`config.mk`:
```
export PLATFORM = sky130hd
export DESIGN_NAME = wr_req_arbiter_flat
export DESIGN_NICKNAME = d
export VERILOG_FILES = /design/src/rtl/xbar_pkg.sv /design/src/rtl/wr_req_if.sv /design/src/rtl/rr_arb2.sv /design/src/rtl/wr_req_arbiter.sv /design/src/flat_wrapper.sv
export SDC_FILE = /design/constraint.sdc
export NUM_CORES = 1
export LEC_CHECK = 0
export ABC_AREA = 1
export CAP_MARGIN = 20
export CORE_MARGIN = 1
export CORE_UTILIZATION = 36
export CTS_CLUSTER_SIZE = 28
export DETAILED_ROUTE_END_ITERATION = 10
export GPL_ROUTABILITY_DRIVEN = 1
export MAX_ROUTING_LAYER = met4
export PLACE_DENSITY = 0.79
export SLEW_MARGIN = 15
export SYNTH_ARGS = -nofsm -noshare
export SYNTH_HDL_FRONTEND = slang
export SYNTH_HIERARCHICAL = 1
export SYNTH_SLANG_ARGS = --single-unit
```
`constraint.sdc`:
```
create_clock -name i_clk -period 1.14 [get_ports i_clk]
set_input_delay 0.228 -clock i_clk [delete_from_list [all_inputs] [get_ports i_clk]]
set_output_delay 0.228 -clock i_clk [all_outputs]
set_load 0.02 [all_outputs]
```
`src/rtl/xbar_pkg.sv`:
```
// Shared crossbar definitions: default bus widths, master indices and the
// request-arbiter state encoding.
package xbar_pkg;

  localparam int ADDR_W_DEF = 32;
  localparam int DATA_W_DEF = 32;

  localparam logic M0 = 1'b0;
  localparam logic M1 = 1'b1;

  typedef enum logic {
    IDLE = 1'b0,
    BUSY = 1'b1
  } state_e;

endpackage

```
`src/rtl/wr_req_if.sv`:
```
// Write-request bundle between a master switch and a slave port.
// The "out" side drives the request; the "in" side receives it.
interface wr_req_if #(
  parameter int ADDR_W = xbar_pkg::ADDR_W_DEF,
  parameter int DATA_W = xbar_pkg::DATA_W_DEF,
  parameter int SEL_W  = 1
);

  logic [SEL_W-1:0]  sel;
  logic [ADDR_W-1:0] addr;
  logic [DATA_W-1:0] wdata;
  logic              req;

  modport out (output sel, addr, wdata, req);
  modport in  (input  sel, addr, wdata, req);

endinterface

```
`src/rtl/rr_arb2.sv`:
```
// Two-way priority arbiter: a lone requester wins, and a tie goes to the
// master named by prio.
module rr_arb2
  import xbar_pkg::*;
(
  input  logic [1:0] req,
  input  logic       prio,
  output logic       grant,
  output logic       grant_vld
);

  always_comb begin
    grant_vld = |req;
    grant     = M0;
    case (req)
      2'b01:   grant = M0;
      2'b10:   grant = M1;
      2'b11:   grant = prio;
      default: grant = M0;
    endcase
  end

endmodule

```
`src/rtl/wr_req_arbiter.sv`:
```
// Slave-port write arbiter: picks one of two masters, holds its request to
// the slave until acknowledged, and routes the ack back to the owner.
module wr_req_arbiter
  import xbar_pkg::*;
#(
  parameter int ADDR_W = ADDR_W_DEF,
  parameter int DATA_W = DATA_W_DEF,
  parameter int SEL_W  = 1
) (
  input  logic      i_clk,
  input  logic      i_rst_n,
  wr_req_if.in      i_wr_req_m0,
  wr_req_if.in      i_wr_req_m1,
  wr_req_if.out     o_wr_req_slv,
  input  logic      i_slv_ack,
  output logic      o_ack_m0,
  output logic      o_ack_m1
);

  state_e            state_q, state_d;
  logic              owner_q, owner_d;
  logic              prio_q, prio_d;
  logic              armed_q;
  logic [ADDR_W-1:0] addr_q, addr_d;
  logic [DATA_W-1:0] wdata_q, wdata_d;

  logic              grant;
  logic              grant_vld;

  rr_arb2 u_arb (
    .req       ({i_wr_req_m1.req, i_wr_req_m0.req}),
    .prio      (prio_q),
    .grant     (grant),
    .grant_vld (grant_vld)
  );

  // armed_q holds off granting on the first edge after reset release.
  always_ff @(posedge i_clk or negedge i_rst_n) begin
    if (!i_rst_n) begin
      state_q <= IDLE;
      owner_q <= M0;
      prio_q  <= M0;
      armed_q <= 1'b0;
      addr_q  <= '0;
      wdata_q <= '0;
    end else begin
      state_q <= state_d;
      owner_q <= owner_d;
      prio_q  <= prio_d;
      armed_q <= 1'b1;
      addr_q  <= addr_d;
      wdata_q <= wdata_d;
    end
  end

  always_comb begin
    state_d  = state_q;
    owner_d  = owner_q;
    prio_d   = prio_q;
    addr_d   = addr_q;
    wdata_d  = wdata_q;
    o_ack_m0 = 1'b0;
    o_ack_m1 = 1'b0;
    case (state_q)
      IDLE: begin
        if (armed_q && grant_vld) begin
          state_d = BUSY;
          owner_d = grant;
          addr_d  = (grant == M1) ? i_wr_req_m1.addr  : i_wr_req_m0.addr;
          wdata_d = (grant == M1) ? i_wr_req_m1.wdata : i_wr_req_m0.wdata;
        end
      end
      BUSY: begin
        if (i_slv_ack) begin
          o_ack_m0 = (owner_q == M0);
          o_ack_m1 = (owner_q == M1);
          state_d  = IDLE;
          prio_d   = ~owner_q;
        end
      end
      default: state_d = IDLE;
    endcase
  end

  // Slave-side fields are forced to zero whenever no transaction is live.
  always_comb begin
    o_wr_req_slv.req   = (state_q == BUSY);
    o_wr_req_slv.sel   = (state_q == BUSY) ? SEL_W'(owner_q) : '0;
    o_wr_req_slv.addr  = (state_q == BUSY) ? addr_q  : '0;
    o_wr_req_slv.wdata = (state_q == BUSY) ? wdata_q : '0;
  end

endmodule

```
`src/flat_wrapper.sv`:
```
// flat-port wrapper written by rule: the top's interface ports become plain ports
module wr_req_arbiter_flat import xbar_pkg::*;
#(
  parameter int ADDR_W = ADDR_W_DEF,
  parameter int DATA_W = DATA_W_DEF,
  parameter int SEL_W  = 1
)
  (i_clk, i_rst_n, i_slv_ack, o_ack_m0, o_ack_m1, i_wr_req_m0_sel, i_wr_req_m0_addr, i_wr_req_m0_wdata, i_wr_req_m0_req, i_wr_req_m1_sel, i_wr_req_m1_addr, i_wr_req_m1_wdata, i_wr_req_m1_req, o_wr_req_slv_sel, o_wr_req_slv_addr, o_wr_req_slv_wdata, o_wr_req_slv_req);
  wr_req_if #(.ADDR_W(ADDR_W), .DATA_W(DATA_W), .SEL_W(SEL_W)) i_wr_req_m0_i ();
  wr_req_if #(.ADDR_W(ADDR_W), .DATA_W(DATA_W), .SEL_W(SEL_W)) i_wr_req_m1_i ();
  wr_req_if #(.ADDR_W(ADDR_W), .DATA_W(DATA_W), .SEL_W(SEL_W)) o_wr_req_slv_i ();
  input  logic i_clk;
  input  logic i_rst_n;
  input  logic i_slv_ack;
  output logic o_ack_m0;
  output logic o_ack_m1;
  input wire logic [$bits(i_wr_req_m0_i.sel)-1:0] i_wr_req_m0_sel;
  input wire logic [$bits(i_wr_req_m0_i.addr)-1:0] i_wr_req_m0_addr;
  input wire logic [$bits(i_wr_req_m0_i.wdata)-1:0] i_wr_req_m0_wdata;
  input wire logic [$bits(i_wr_req_m0_i.req)-1:0] i_wr_req_m0_req;
  input wire logic [$bits(i_wr_req_m1_i.sel)-1:0] i_wr_req_m1_sel;
  input wire logic [$bits(i_wr_req_m1_i.addr)-1:0] i_wr_req_m1_addr;
  input wire logic [$bits(i_wr_req_m1_i.wdata)-1:0] i_wr_req_m1_wdata;
  input wire logic [$bits(i_wr_req_m1_i.req)-1:0] i_wr_req_m1_req;
  output wire logic [$bits(o_wr_req_slv_i.sel)-1:0] o_wr_req_slv_sel;
  output wire logic [$bits(o_wr_req_slv_i.addr)-1:0] o_wr_req_slv_addr;
  output wire logic [$bits(o_wr_req_slv_i.wdata)-1:0] o_wr_req_slv_wdata;
  output wire logic [$bits(o_wr_req_slv_i.req)-1:0] o_wr_req_slv_req;
  assign i_wr_req_m0_i.sel = i_wr_req_m0_sel;
  assign i_wr_req_m0_i.addr = i_wr_req_m0_addr;
  assign i_wr_req_m0_i.wdata = i_wr_req_m0_wdata;
  assign i_wr_req_m0_i.req = i_wr_req_m0_req;
  assign i_wr_req_m1_i.sel = i_wr_req_m1_sel;
  assign i_wr_req_m1_i.addr = i_wr_req_m1_addr;
  assign i_wr_req_m1_i.wdata = i_wr_req_m1_wdata;
  assign i_wr_req_m1_i.req = i_wr_req_m1_req;
  assign o_wr_req_slv_sel = o_wr_req_slv_i.sel;
  assign o_wr_req_slv_addr = o_wr_req_slv_i.addr;
  assign o_wr_req_slv_wdata = o_wr_req_slv_i.wdata;
  assign o_wr_req_slv_req = o_wr_req_slv_i.req;
  wr_req_arbiter #(.ADDR_W(ADDR_W), .DATA_W(DATA_W), .SEL_W(SEL_W)) u_core (.i_clk(i_clk), .i_rst_n(i_rst_n), .i_wr_req_m0(i_wr_req_m0_i), .i_wr_req_m1(i_wr_req_m1_i), .o_wr_req_slv(o_wr_req_slv_i), .i_slv_ack(i_slv_ack), .o_ack_m0(o_ack_m0), .o_ack_m1(o_ack_m1));
endmodule
```
==> results_dict.tcl, run 1 <==
set metrics [dict create \
    pwr-share-comb_pct 41.0 \
    finalWeightedCongestion 0.7563 \
    cts_tree "yes" \
    drt_first_pass_iters 4 \
    drive_gt1_share_pct 20.91 \
    grtUsageTotal_pct 22.15 \
    ys_seq_area_share_pct 43.74 \
    crit_required_ps 910 \
    yosysUniqueCellTypes 13 \
    fin_tns_setup_ps -31420 \
    grt_antenna_before_repair 0 \
    synth_top_family_by_area "simple AND/OR/NAND/NOR gates" \
    drv_slew 0 \
    synth_fp_nets 772 \
    violations "setup timing" \
    vias 4292 \
    grt_pass1_wl_um 19090 \
    yosys.area_share.xor_xnor_pct 0 \
    drcViolationCount 0 \
    dp_hpwl_um 7998 \
    pre_cts_ws_ps -622.7 \
    r2r.worst_path.cells 6 \
    setup_slack_ps -449.4 \
    clock_skew_ps 9.074 \
    p_leak_nw 3.861 \
    cts_root_buffer "clkbuf_8" \
    r2r_setup_slack_ps -220 \
    initial_core_util_pct 37.35 \
    layout_common_cells "nand2_1, clkdlybuf4s50_1, buf_4" \
    diodes 0 \
    fin_nets 986 \
    synth_compound_area_share_pct 0.2573 \
    insertion_delay_ps 340 \
    htreeDepth 3 \
    pwr-share-seq_pct 35.4 \
    drt_iter0_markers 200 \
    internal_power_mw 6.159 \
    clock_sinks 68 \
    placedCellCount 969 \
    ys_warn_count 6 \
    fin_crit_ps 1589 \
    num_rows 37 \
    synth_cells 637 \
    cap_violations 0 \
    fin_cells 992 \
    cts_buffer_depth 2 \
    switching_share_pct 34.50 \
    max_freq_mhz 629.2 \
    grt_pass1_vias 3979 \
    core_area_um2 10420 \
    yosys.area_share.simple_pct 44.81 \
    syn-cell-area_um2 3890 \
    min_path_type "in -> async" \
    status "finished, violations left" \
    path_class "reg -> out" \
    areaGrowthSynthToFinish_pct 68.61 \
    synth_fa_ha_area_share_pct 0 \
    grt_setup_unrepaired "yes" \
    syn_avg_cell_area_um2 6.107 \
    dieArea_um2 11230 \
    io_pins 203 \
    grt_max_degree 69 \
    cts_buffers 9 \
    arrival_ps 1360 \
    fin_crit_sh_pct 139.4 \
    routed_wl_um 12150 \
    die_w_um 106.0 \
    p_per_area_nw_per_um2 1434 \
    die_height_um 106.0 \
    via_per_inst 4.327 \
    synth_mux_area_share_pct 0 \
    ys_ff_latch 68 \
    critPathLaunchType "register" \
    clock_power_share_pct 23.6 \
    hold_viol_final 0 \
    setup_viol 134 \
    detail-route-antenna-nets 0 \
    worstPathMaxFanout 8 \
    whs_ps 426.6 \
    layout_commonest_cell "nand2_1" \
    clk_pin_slew_ps 80 \
    switchingPower_mw 3.244 \
    end_kind "output pin" \
    port_buffers 200 \
    gr-total-overflow 0 \
    routedWlPerCell_um 12.25 \
    peakVddDrop_v 0.0006686 \
]
## worst max-delay path, cell delays in order (launching register included)
cell       delay [ps]
dfrtp_2           450
buf_4             170
clkbuf_16         160
nand2_1            70
inv_2              30
buf_4             140
## area by class of cell
class                   instances  area [um2]
multi-input cells             466        1804
flip-flops and latches         68        1703
inverters                      69       269.0
clock buffers                  11       141.4
fillers                       970        3857
well taps                     136       170.2
repair buffers                237        2386
clock inverters                 5       85.08
## final timing paths
check | from | endpoint
max in group asynchronous | i_rst_n | u_core/o_wr_req_slv.req$_DFF_PN0_
setup / recovery | u_core/o_wr_req_slv.req$_DFF_PN0_ | o_wr_req_slv_wdata[25]
hold reg to reg | u_core/wdata_q[13]$_DFFE_PN0P_ | u_core/wdata_q[13]$_DFFE_PN0P_
hold / removal | i_rst_n | u_core/wdata_q[7]$_DFFE_PN0P_
min in group i_clk | u_core/wdata_q[13]$_DFFE_PN0P_ | u_core/wdata_q[13]$_DFFE_PN0P_
setup reg to reg | u_core/o_wr_req_slv.req$_DFF_PN0_ | u_core/addr_q[1]$_DFFE_PN0P_
## Yosys cell counts
master,number,share of area [%]
nand2_1,457,44
dfrtp_1,68,44
inv_1,67,6.5
buf_2,18,2.3
clkbuf_1,9,0.87
buf_4,6,1.2
nor2_1,3,0.29
inv_2,2,0.19
nand3_1,2,0.26
o21ai_0,2,0.26
buf_1,1,0.096
conb_1,1,0.096
or2_1,1,0.16
## cells by family (layout without fill, tap and decap cells)
kind of cell / count (synthesis) / count (layout)
other: 1 / 1
and+or+nand+nor: 463 / 463
buffers and inverters: 103 / 322
AOI/OAI and AO/OA: 2 / 2
DFF: 68 / 68
## per-stage QoR
| stage | util [%] | power, mW | instance area, um2 |
|---|---|---|---|
| 2_1_floorplan | - | 5.210 | 3926 |
| 3_3_place_gp | 60.20 | 7.030 | 6271 |
| 3_5_place_dp | 60.20 | 7.107 | 6271 |
| 4_1_cts | 62.69 | 9.439 | 6530 |
| 5_1_grt | 62.97 | 10.03 | 6559 |
| 6_report | 62.97 | 9.403 | 6559 |
## sequential cells by signal, indices dropped and copies added (netlist names)
name,count
u_core/o_wr_req_slv.req,1
u_core/wdata_q,32
u_core/prio_q,1
u_core/armed_q,1
u_core/owner_q,1
u_core/addr_q,32
## routing by layer
layer	GRT usage, %	part of all wire [%]	vias up
met4	6.548	0.86	0
met5	-	0	-
met3	4.292	6.6	9
met1	27.67	45	1879
met2	36.51	47	149
li1	-	-	2255
## power groups by stage
stage | Combinational, mW | Sequential (mW) | Clock (mW)
CTS | 3.82 | 3.32 | 2.30
finish | 3.85 | 3.33 | 2.22
global placement | 3.69 | 3.34 | 0
floorplan | 1.92 | 3.29 | 0
detailed placement | 3.75 | 3.36 | 0
global route | 4.24 | 3.39 | 2.40
## repair_timing
| item | in CTS | in global routing |
|---|---|---|
| setup endpoints to repair | 134 | 135 |
| cloned | 3 | 2 |
| pin swaps | 1 | 2 |
| hold endpoints to repair | 68 | 0 |
| resized for setup | 347 | 30 |
| hold buffers | 1 | 0 |
| setup buffers | 1 | 1 |
No activity file was read; power rests on OpenSTA's default activity.
==> run 2, diff against run 1 <==
--- a/config.mk
+++ b/config.mk
@@ -14,7 +14,7 @@
 export GPL_ROUTABILITY_DRIVEN = 1
 export MAX_ROUTING_LAYER = met4
 export PLACE_DENSITY = 0.79
-export SLEW_MARGIN = 15
+export SLEW_MARGIN = 10
 export SYNTH_ARGS = -nofsm -noshare
 export SYNTH_HDL_FRONTEND = slang
 export SYNTH_HIERARCHICAL = 1
==> results of run 2 <==
No change in the layout: final DEF, timing and power equal those of run 1.
==> run 3, diff against run 2 <==
--- a/config.mk
+++ b/config.mk
@@ -9,6 +9,7 @@
 export CAP_MARGIN = 20
 export CORE_MARGIN = 1
 export CORE_UTILIZATION = 36
+export CTS_CLUSTER_DIAMETER = 40
 export CTS_CLUSTER_SIZE = 28
 export DETAILED_ROUTE_END_ITERATION = 10
 export GPL_ROUTABILITY_DRIVEN = 1
==> results of run 3 <==
No change in the layout: final DEF, timing and power equal those of run 1.
